--- src/rtl/sine_phase_sequencer_pkg.sv ---
// Shared constants and phase arithmetic for the sine phase sequencer.
package sine_phase_sequencer_pkg;

  localparam int W        = 16;
  // Quarter turn in Q.13: round(pi/2 * 2^13).
  localparam int PI2      = 12868;
  localparam int TWO_PI   = 4 * PI2;
  localparam int BUSY_TMO = 4;
  localparam int TMO_W    = $clog2(BUSY_TMO);

  localparam logic [W-1:0]     TWO_PI_W   = W'(TWO_PI);
  localparam logic [W:0]       TWO_PI_EXT = (W+1)'(TWO_PI);
  localparam logic [TMO_W-1:0] TMO_INIT   = TMO_W'(BUSY_TMO - 1);

  // Modular add; both operands are already below TWO_PI, so a single
  // conditional subtract keeps the result in range. The extra bit holds the
  // carry, since two values near 2*pi overflow 16 bits.
  function automatic logic [W-1:0] wrap_add(input logic [W-1:0] a,
                                             input logic [W-1:0] b);
    logic [W:0] sum;
    sum = {1'b0, a} + {1'b0, b};
    if (sum >= TWO_PI_EXT) begin
      sum = sum - TWO_PI_EXT;
    end
    return sum[W-1:0];
  endfunction

endpackage

--- src/rtl/sine_phase_sequencer_phase_accum.sv ---
// Phase accumulator: owns the phase and step registers, rejects out-of-range
// steps, and advances phase modulo 2*pi once per accepted sample.
module phase_accum
  import sine_phase_sequencer_pkg::*;
(
  input  logic         clk,
  input  logic         reset,
  input  logic [W-1:0] step,
  input  logic         step_load,
  input  logic         phase_clear,
  input  logic         advance,
  output logic [W-1:0] phase,
  output logic         step_err
);

  logic [W-1:0] step_r;
  logic         step_ok;

  assign step_ok = (step < TWO_PI_W);

  // Step load/validation and phase update; advance sees the pre-load step_r.
  always_ff @(posedge clk) begin
    if (reset) begin
      phase    <= '0;
      step_r   <= '0;
      step_err <= 1'b0;
    end else begin
      step_err <= step_load && !step_ok;
      if (step_load && step_ok) begin
        step_r <= step;
      end
      if (phase_clear) begin
        phase <= '0;
      end else if (advance) begin
        phase <= wrap_add(phase, step_r);
      end
    end
  end

endmodule

--- src/rtl/sine_phase_sequencer.sv ---
// Sine phase sequencer: issues one phase angle per sample to the CORDIC,
// waits out its busy period, and hands the result downstream with
// valid/ready backpressure.
//
// state       | meaning
// ------------+---------------------------------------------------------
// S_IDLE      | no sample in flight; phase_clear honoured here
// S_ISSUE     | latch phase into cs_angle; cs_update follows next cycle
// S_WAIT_BUSY | wait for CORDIC to drop ready; bounded by BUSY_TMO
// S_WAIT_DONE | CORDIC computing; capture result when ready returns
// S_OUTPUT    | sample_valid held until sample_ready accepts it
module sine_phase_sequencer
  import sine_phase_sequencer_pkg::*;
(
  input  logic         clk,
  input  logic         reset,
  input  logic         enable,
  input  logic [W-1:0] step,
  input  logic         step_load,
  input  logic         phase_clear,
  output logic         step_err,
  output logic         cs_update,
  output logic [W-1:0] cs_angle,
  input  logic         cs_ready,
  input  logic [W-1:0] cs_result,
  output logic [W-1:0] sample,
  output logic         sample_valid,
  input  logic         sample_ready,
  output logic         busy_err,
  output logic [15:0]  sample_cnt
);

  typedef enum logic [2:0] {
    S_IDLE,
    S_ISSUE,
    S_WAIT_BUSY,
    S_WAIT_DONE,
    S_OUTPUT
  } state_t;

  state_t           state;
  state_t           state_nxt;
  logic [W-1:0]     phase;
  logic [TMO_W-1:0] tmo_cnt;
  logic             issue;
  logic             capture;
  logic             accept;
  logic             tmo_expire;

  phase_accum u_phase_accum (
    .clk         (clk),
    .reset       (reset),
    .step        (step),
    .step_load   (step_load),
    .phase_clear (phase_clear && (state == S_IDLE)),
    .advance     (accept),
    .phase       (phase),
    .step_err    (step_err)
  );

  // State register.
  always_ff @(posedge clk) begin
    if (reset) begin
      state <= S_IDLE;
    end else begin
      state <= state_nxt;
    end
  end

  // Next-state logic and one-cycle datapath strobes.
  always_comb begin
    state_nxt  = state;
    issue      = 1'b0;
    capture    = 1'b0;
    accept     = 1'b0;
    tmo_expire = 1'b0;
    case (state)
      S_IDLE: begin
        if (enable && cs_ready) begin
          state_nxt = S_ISSUE;
        end
      end
      S_ISSUE: begin
        issue     = 1'b1;
        state_nxt = S_WAIT_BUSY;
      end
      S_WAIT_BUSY: begin
        if (!cs_ready) begin
          state_nxt = S_WAIT_DONE;
        end else if (tmo_cnt == '0) begin
          tmo_expire = 1'b1;
          state_nxt  = S_IDLE;
        end
      end
      S_WAIT_DONE: begin
        if (cs_ready) begin
          capture   = 1'b1;
          state_nxt = S_OUTPUT;
        end
      end
      S_OUTPUT: begin
        if (sample_ready) begin
          accept    = 1'b1;
          state_nxt = enable ? S_ISSUE : S_IDLE;
        end
      end
      default: state_nxt = S_IDLE;
    endcase
  end

  // Registered CORDIC request, busy timeout, result capture and sample count.
  // cs_update is registered alongside cs_angle so the CORDIC always sees the
  // new angle in the same cycle as the strobe.
  always_ff @(posedge clk) begin
    if (reset) begin
      cs_update    <= 1'b0;
      cs_angle     <= '0;
      tmo_cnt      <= '0;
      busy_err     <= 1'b0;
      sample       <= '0;
      sample_valid <= 1'b0;
      sample_cnt   <= '0;
    end else begin
      cs_update <= issue;
      if (issue) begin
        cs_angle <= phase;
        tmo_cnt  <= TMO_INIT;
      end else if ((state == S_WAIT_BUSY) && (tmo_cnt != '0)) begin
        tmo_cnt <= tmo_cnt - 1'b1;
      end
      if (tmo_expire) begin
        busy_err <= 1'b1;
      end
      if (capture) begin
        sample       <= cs_result;
        sample_valid <= 1'b1;
      end else if (accept) begin
        sample_valid <= 1'b0;
        sample_cnt   <= sample_cnt + 16'd1;
      end
    end
  end

endmodule

--- config.mk ---
export PLATFORM = sky130hd
export DESIGN_NAME = sine_phase_sequencer
export DESIGN_NICKNAME = d
export VERILOG_FILES = /design/src/rtl/sine_phase_sequencer_pkg.sv /design/src/rtl/sine_phase_sequencer_phase_accum.sv /design/src/rtl/sine_phase_sequencer.sv
export SDC_FILE = /design/constraint.sdc
export NUM_CORES = 1
export LEC_CHECK = 0
export ABC_AREA = 0
export CORE_MARGIN = 5
export CORE_UTILIZATION = 45
export DETAILED_ROUTE_END_ITERATION = 7
export PLACE_DENSITY = 0.74
export SYNTH_ARGS = -nofsm -noshare
export SYNTH_HDL_FRONTEND = slang
export SYNTH_SLANG_ARGS = --single-unit
export TNS_END_PERCENT = 100
--- constraint.sdc ---
create_clock -name clk -period 3.31 [get_ports clk]
set_input_delay 0.993 -clock clk [delete_from_list [all_inputs] [get_ports clk]]
set_output_delay 0.993 -clock clk [all_outputs]
set_load 0.005 [all_outputs]
* After elaboration in Yosys (flattened, before gate mapping) *
Index checks and enable logic that the tools add are counted.

operators by class
  reduce and logical (&&, ||, !) cells = 14
  shift-type cells = 0
  div/mod/pow operators = 0
  eq/ne operators = 8
  multiplexer cells = 20
  multiply operators = 0
  bitwise logic cells = 1
  order comparisons = 2
  add/subtract/negate cells = 4

operators by type and width
  kind                      count
  $add A16 B16 Y17          1
  $ge A17 B16 Y1 const B    1
  $add A16 B1 Y16 const B   1
  $lt A16 B16 Y1 const B    1
  $mux W16                  1
  $sub A16 B16 Y16 const B  1
  $mux W3                   5
  $pmux W3 S5               1
  $mux W1                   11
  $eq A3 B2 Y1 const B      2
  $reduce_bool A2 Y1        3
  $logic_and A1 B1 Y1       5
  $mux W2                   2
  $ne A2 B2 Y1 const B      2
  $reduce_and A4 Y1         1
  $eq A3 B1 Y1 const B      1
  $eq A3 B3 Y1 const B      1
  $logic_not A3 Y1          1
  $ne A3 B3 Y1 const B      1
  $logic_not A2 Y1          1
  $ne A2 B1 Y1 const B      1
  $reduce_and A2 Y1         1
  $reduce_or A2 Y1          1
  $sub A2 B1 Y2 const B     1
  other kinds (2)           2

word-level totals
  memories = 0
  register bits after elaboration = 89
  ROM bits = 0
  memory bits (writable) = 0
  word-level logic and storage cells = 60
  bits in latches = 0
  output and inout port bits = 52
  input bits = 39

* Logic depth before layout (Yosys ltp) *
Gate-level depths: netlist of run 1.

  depth in word-level cells = 4
  depth in mapped cells = 16

* Modules after synthesis *
A second synthesis of run 1 with hierarchy kept.

second synthesis, totals
  cell total of the unflattened synthesis = 593
  area, all modules = 4880.9 µm²

by module, submodules not included
  module                times used  area an instance (µm²)  cells an instance
  phase_accum           1           2682.6                  320
  sine_phase_sequencer  1           2198.4                  273

* Worst setup path before layout of run 1 *
OpenSTA, ideal clock, no wires.

  path kind = reg2reg
  from = register u_phase_accum.phase[0]
  to = register u_phase_accum.phase[5]
  slack = 0.113 ns
  buffers on the path = 1
  arrival time = 3.077 ns
  stages on the path, launching flop included = 13
  data required time = 3.190 ns
  period minus slack after synthesis = 3.197 ns
  setup time = 0.120 ns
  cells stage by stage = dfxtp_1 -> ha_1 -> fa_1 -> a21o_1 -> a311o_1 -> a211oi_1 -> o21bai_1 -> xor2_1 -> nor3_1 -> a21boi_2 -> buf_6 -> o21a_1 -> o31a_1

between the ends
  longest elaborated chain between the ends = 3
  elaborated cells on any way between the ends = 4

RTL lines
  element                                             RTL line                                                        RTL
  from (decl)                                         sine_phase_sequencer_phase_accum.sv:12                          output logic [W-1:0] phase,
  from (signal assigned)                              sine_phase_sequencer_phase_accum.sv:35                          phase <= wrap_add(phase, step_r);
  $add A16 B16 Y17 (*)                                sine_phase_sequencer_pkg.sv:21                                  sum = {1'b0, a} + {1'b0, b};
  $sub A16 B16 Y16 or $ge A17 B16 Y1 (tied branches)  sine_phase_sequencer_pkg.sv:23, sine_phase_sequencer_pkg.sv:22
  $mux W16 (*)                                        sine_phase_sequencer_pkg.sv:22                                  if (sum >= TWO_PI_EXT) begin

Mark *: on every way between the ends. The rest lies on a longest branch, timed or not.
A chain may end at the register's enable or synchronous reset.

* Worst setup path in the final report of run 1 *
  from = register u_phase_accum.phase[8]
  to = register u_phase_accum.phase[11]

The elaborated chain is that of the path after synthesis.

==> flow_metrics.py, run 1 <==
metrics = {
    "clock_tree": {
        "insertion_delay_ns": 0.37,
        "clock_sink_count": 89,
        "cts_buffers": 9,
        "clk_path_buf_depth": 2,
        "postCtsHoldBufs": 0,
        "cts.clk_slew.worst_paths_ns": 0.10,
        "cts_tree": "yes",
        "htreeDepth": 3,
        "cts_root_buf": "clkbuf_8",
    },
    "timing": {
        "hold_viol_final": 0,
        "setup_viol_count_final": 0,
        "fmax_mhz": 303,
        "rsz0062_at_grt": "yes",
        "slew_viol_final": 0,
        "fin_setup_tns_ns": 0,
        "finalCritPeriodShare": 0.998,
        "setup_ws_ns": 0.00571,
        "fin_worst_skew_ns": 0.00853,
        "tightestPinTransition_ns": 0.734,
        "timing.final.crit_period_ns": 3.30,
        "slew_headroom": 0.511,
    },
    "worst_setup_path": {
        "start_kind": "flop",
        "path_max_fanout": 7,
        "crit_type": "flop to flop",
        "reg2reg_from": "u_phase_accum.phase[8]$_SDFFE_PP0P_",
        "end_kind": "flop",
        "critical_path_required_ns": 3.60,
        "crit_start": "u_phase_accum.phase[8]$_SDFFE_PP0P_",
        "worstPathArrival_ns": 3.59,
    },
    "placement": {
        "place_congestion": 0.842,
        "dp_hpwl_um": 8850,
        "dp_slack_ns": -0.218,
        "port_buffers": 90,
    },
    "min_path": {
        "worstHoldPathType": "flop to flop",
        "hp-start": "cs_angle[3]$_SDFFE_PP0P_",
    },
    "cells_and_area": {
        "layout_commonest_cell": "nand2_1",
        "layout-drive-gt1-share": 0.154,
        "nets": 757,
        "area_delta_synth_final_pct": 37.8,
        "final_core_util": 0.627,
        "nFillCells": 854,
        "antenna_cells": 0,
        "layout_common_cells": "nand2_1, clkdlybuf4s50_1, dfxtp_1",
    },
    "detailed_routing": {
        "avgRoutedWirePerCell_um": 14.5,
        "drc": 0,
        "drtAntennaViolNets": 0,
        "first_pass_iters": 5,
        "drtIter0Drc": 249,
        "drt-total-wl_um": 12200,
        "viasPerCell": 5.45,
        "vias": 4568,
    },
    "run": {
        "drv_cap": 0,
    },
    "floorplan": {
        "dieArea_sq_um": 12400,
        "initial_core_util": 0.455,
        "die_h_um": 112,
        "io_pins": 91,
        "row_count": 37,
        "core_sq_um": 10200,
        "die_w_um": 112,
    },
    "run_status": {
        "status": "complete, no violations",
    },
    "grt": {
        "grt_pass1_vias": 4199,
        "grtUsageTotal": 0.186,
        "grt_max_degree": 41,
        "grt_pass1_wl_um": 19500,
        "grt-ovfl-total": 0,
        "antenna_found_initial": 0,
    },
    "logic_synthesis": {
        "postSynthCellCount": 576,
        "synth_flop_cell": "dfxtp_1",
        "netlist-cell-type-count": 62,
        "yosys_register_bits": 89,
        "avgSynthCellArea_sq_um": 8.05,
        "ys_seq_area_frac": 0.384,
        "synth_edf_count": 0,
        "syn-cell-area_sq_um": 4640,
        "ys_warn_count": 0,
        "ys_async_sr_fraction": 0,
        "syn_nets": 636,
    },
    "pwr": {
        "vdd_ir_drop_max_mv": 0.229,
        "power_density_nw_per_um2": 403,
        "leakage_nw": 2.47,
    },
}
## state kept, by name, summed over array words and instances, names as in the netlist
register	cells
busy_err	1
u_phase_accum.phase	16
sample_valid	1
state	3
cs_update	1
u_phase_accum.step_r	16
sample_cnt	16
cs_angle	16
u_phase_accum.step_err	1
sample	16
tmo_cnt	2
## synthesized netlist by cell type, drive strengths merged (4+ instances only)
cell | n | area, sq um
nor2 | 58 | 218
xor2 | 13 | 114
dfxtp | 89 | 1780
o21ai | 21 | 105
xnor2 | 15 | 131
clkbuf | 25 | 93.8
nand2 | 103 | 387
nand4 | 8 | 50.1
or3 | 6 | 37.5
a211oi | 15 | 118
a31oi | 4 | 25.0
a21o | 8 | 60.1
a21boi | 5 | 41.3
nand3 | 11 | 55.1
o21a | 4 | 30.0
inv | 12 | 45.0
a21oi | 55 | 275
o31ai | 4 | 30.0
ha | 20 | 250
buf | 6 | 40.0
mux2i | 15 | 150
nor3 | 13 | 65.1
nor2b | 6 | 37.5
and3 | 10 | 62.6
## critical path, cell delays in order (launching register included)
cell and delay (ns):
dfxtp_1 0.36, ha_1 0.34, and3_1 0.16, a221o_1 0.34
a21o_1 0.20, o2111a_1 0.25, or4_4 0.52, a31oi_1 0.16
a21boi_4 0.34, o32ai_2 0.16, xor2_1 0.19, a211oi_2 0.22
## logic make-up after synthesis
| group | after synthesis | synth area share |
|---|---|---|
| simple gates | 233 | 0.225 |
| compound gates | 147 | 0.209 |
| flops | 89 | 0.384 |
| fa+ha+maj | 21 | 0.0583 |
| mux | 15 | 0.0324 |
| xor+xnor | 28 | 0.0529 |
| buf+inv | 43 | 0.0386 |
## report_power, final
part           internal [mW]  switching, mW  leakage, nW
clock network          0.379          0.420        0.104
logic                  0.261          0.337         1.64
registers               1.13         0.0536        0.722
## metal layers
layer / track usage / vias up / routed length, um
met3: 0.0370 / 12 / 644
li1: - / 2286 / -
met2: 0.313 / 146 / 5700
met5: 0 / - / 0
met1: 0.239 / 2124 / 5650
met4: 0.0600 / 0 / 171
## stage by stage
step	power (mW)	std cells	hold WS [ns]	instance area [sq um]
after floorplan	1.56	576	0.449	4640
after global placement	1.73	810	0.443	5880
after detailed placement	1.75	810	0.448	5880
after CTS	2.56	829	0.461	6140
after global routing	2.72	838	0.484	6390
final	2.58	838	0.462	6390
## final cells by class
class / instances / area (sq um) / share of cell area
clock buffers: 10 / 138 / 0.0215
clock inverters: 6 / 72.6 / 0.0114
inverters: 12 / 45.0 / 0.00705
multi-input cells: 444 / 2870 / 0.450
flip-flops and latches: 89 / 1780 / 0.279
well taps: 136 / 170 / 0.0266
repair buffers: 141 / 1310 / 0.204
## what timing repair did
action	CTS	global route
resized for setup	6	37
setup endpoints to repair	10	12
setup buffers	3	9
pin swaps	6	25
## path summary, 6_finish.rpt
kind                                          end  slack (ns)  cells past startpoint
min reg2reg              cs_angle[3]$_SDFFE_PP0P_        0.46                      2
max          u_phase_accum.phase[11]$_SDFFE_PP0P_       0.006                     11
min                      cs_angle[3]$_SDFFE_PP0P_        0.46                      2
max reg2reg  u_phase_accum.phase[11]$_SDFFE_PP0P_       0.006                     11
(Power assumes the default switching activity.)
==> inputs of run 2 (changes only) <==
--- a/config.mk
+++ b/config.mk
@@ -7,9 +7,10 @@
 export LEC_CHECK = 0
 export ABC_AREA = 0
 export CORE_MARGIN = 5
-export CORE_UTILIZATION = 45
+export CORE_UTILIZATION = 47
 export DETAILED_ROUTE_END_ITERATION = 7
-export PLACE_DENSITY = 0.74
+export GPL_TIMING_DRIVEN = 0
+export PLACE_DENSITY = 0.77
 export SYNTH_ARGS = -nofsm -noshare
 export SYNTH_HDL_FRONTEND = slang
 export SYNTH_SLANG_ARGS = --single-unit
==> constraint.sdc (replaced) <==
create_clock -name clk -period 3.31 [get_ports clk]
set_input_delay 0.993 -clock clk [delete_from_list [all_inputs] [get_ports clk]]
set_output_delay 0.993 -clock clk [all_outputs]
set_load 0.02 [all_outputs]
==> flow_metrics.py, run 2 (same netlist as run 1, synthesis figures left out) <==
metrics = {
    "run_status": {
        "status": "complete, but fails checks",
        "violations": "negative setup slack",
    },
    "grt": {
        "grtUsageTotal": 0.204,
        "grt-ovfl-total": 0,
        "antenna_found_initial": 0,
        "grt_pass1_wl_um": 19600,
        "grt_max_degree": 17,
        "grt_pass1_vias": 4313,
    },
    "placement": {
        "dp_hpwl_um": 9340,
        "dp_slack_ns": -0.661,
        "port_buffers": 89,
        "place_congestion": 0.890,
    },
    "timing": {
        "rsz0062_at_grt": "yes",
        "setup_ws_ns": -0.0577,
        "fin_setup_tns_ns": -0.210,
        "whs_ns": 0.455,
        "timing.final.crit_period_ns": 3.37,
        "finalCritPeriodShare": 1.02,
        "hold_viol_final": 0,
        "tightestPinTransition_ns": 0.796,
        "fmax_mhz": 297,
        "fin_worst_skew_ns": 0.0113,
        "setup_viol_count_final": 8,
        "slew_viol_final": 0,
        "slew_headroom": 0.465,
    },
    "detailed_routing": {
        "viasPerCell": 5.57,
        "vias": 4584,
        "drc": 0,
        "drtAntennaViolNets": 0,
        "drtIter0Drc": 306,
        "avgRoutedWirePerCell_um": 15.4,
        "first_pass_iters": 5,
        "drt-total-wl_um": 12700,
    },
    "run": {
        "drv_cap": 0,
    },
    "min_path": {
        "worstHoldPathType": "flop to flop",
        "hold_depth": 2,
        "min_to": "cs_angle[8]$_SDFFE_PP0P_",
        "hp-start": "cs_angle[8]$_SDFFE_PP0P_",
    },
    "cells_and_area": {
        "layout_commonest_cell": "nand2_1",
        "area_delta_synth_final_pct": 32.9,
        "nets": 746,
        "antenna_cells": 0,
        "final_core_util": 0.636,
        "layout_common_cells": "nand2_1, clkdlybuf4s50_1, dfxtp_1",
        "layout-drive-gt1-share": 0.100,
        "nFillCells": 854,
    },
    "floorplan": {
        "io_pins": 91,
        "dieArea_sq_um": 12000,
        "row_count": 36,
        "die_w_um": 109,
        "initial_core_util": 0.479,
        "core_sq_um": 9680,
        "die_h_um": 109,
    },
    "worst_setup_path": {
        "rr_worst_depth": 13,
        "r2r_slack_ns": -0.06,
        "reg2reg_from": "u_phase_accum.phase[0]$_SDFFE_PP0P_",
        "worstPathArrival_ns": 3.60,
        "end_kind": "flop",
        "r2r-end": "u_phase_accum.phase[4]$_SDFFE_PP0P_",
        "crit_start": "u_phase_accum.phase[0]$_SDFFE_PP0P_",
        "start_kind": "flop",
        "crit_type": "flop to flop",
        "critical_path_required_ns": 3.54,
        "path_max_fanout": 5,
    },
    "clock_tree": {
        "htreeDepth": 3,
        "clk_path_buf_depth": 2,
        "cts_root_buf": "clkbuf_8",
        "insertion_delay_ns": 0.36,
        "cts_tree": "yes",
        "cts.clk_slew.worst_paths_ns": 0.10,
        "clock_sink_count": 89,
        "cts_buffers": 9,
    },
    "pwr": {
        "power_density_nw_per_um2": 403,
        "vdd_ir_drop_max_mv": 0.196,
        "leakage_nw": 2.27,
    },
}
[run 2: cell count changes in the layout (fill, tap and decap cells not counted), sizes merged]
| cell | delta |
|---|---|
| clkbuf | +23 |
| buf | -35 |
| clkinvlp | +1 |
| bufinv | -1 |
[run 2: stage by stage]
stage	cells	area (sq um)	total power [mW]
global route	823	6160	2.61
floorplan	576	4640	1.57
CTS	819	6000	2.47
detailed placement	798	5690	1.76
finish	823	6160	2.48
global placement	798	5690	1.74
[run 2: timing repair]
item / CTS / global route
gates resized for setup: 24 / 22
pin swaps: 12 / 17
setup buffers: 6 / 4
setup endpoints to repair: 22 / 22
endpoints found under the hold margin: 0 / 0
hold buffers: 0 / 0
cloned: 1 / 0
[run 2: routing by layer]
layer / vias to the layer above / global-route usage / routed length, um / part of all wire
met2: 159 / 0.361 / 6160 / 0.49
li1: 2265 / - / - / -
met5: - / 0 / 0 / 0
met1: 2138 / 0.254 / 5570 / 0.44
met3: 22 / 0.0393 / 802 / 0.063
met4: 0 / 0.0499 / 173 / 0.014
[run 2: power by group]
group          leakage, nW  switching [mW]  total, mW  internal [mW]
clock network       0.0827           0.420      0.698          0.278
logic                 1.47           0.374      0.622          0.248
registers            0.723          0.0386       1.16           1.12
[run 2: worst max-delay path: stages, from the launching register on]
cell and delay, ns:
dfxtp_4 0.37, ha_4 0.16, fa_2 0.37, a21o_4 0.25, a311o_1 0.43, a211oi_4 0.35, o21bai_4 0.14, xor2_2 0.19
nor3_4 0.24, a21boi_4 0.10, buf_4 0.15, or3_1 0.30, nand3_1 0.10, a21oi_1 0.08
[run 2: worst max-delay path by stage]
stage                                                       to  slack (ns)  depth (start not counted)
after floorplan            u_phase_accum.phase[5]$_SDFFE_PP0P_        0.11                         12
after global placement    u_phase_accum.step_r[4]$_SDFFE_PP0P_       -0.61                          8
after detailed placement  u_phase_accum.step_r[5]$_SDFFE_PP0P_       -0.66                          8
after CTS                 u_phase_accum.phase[11]$_SDFFE_PP0P_       -0.02                         13
after global routing       u_phase_accum.phase[9]$_SDFFE_PP0P_       -0.22                         13
final                      u_phase_accum.phase[4]$_SDFFE_PP0P_       -0.06                         13
[run 2: final cells by class]
class,instances,area [sq um],area share
plain buffers,30,131,0.0213
clock buffers,9,124,0.0201
clock inverters,6,50.0,0.00812
inverters,12,45.0,0.00731
multi-input cells,444,2880,0.468
flip-flops and latches,89,1790,0.290
well taps,133,166,0.0270
repair buffers,100,973,0.158
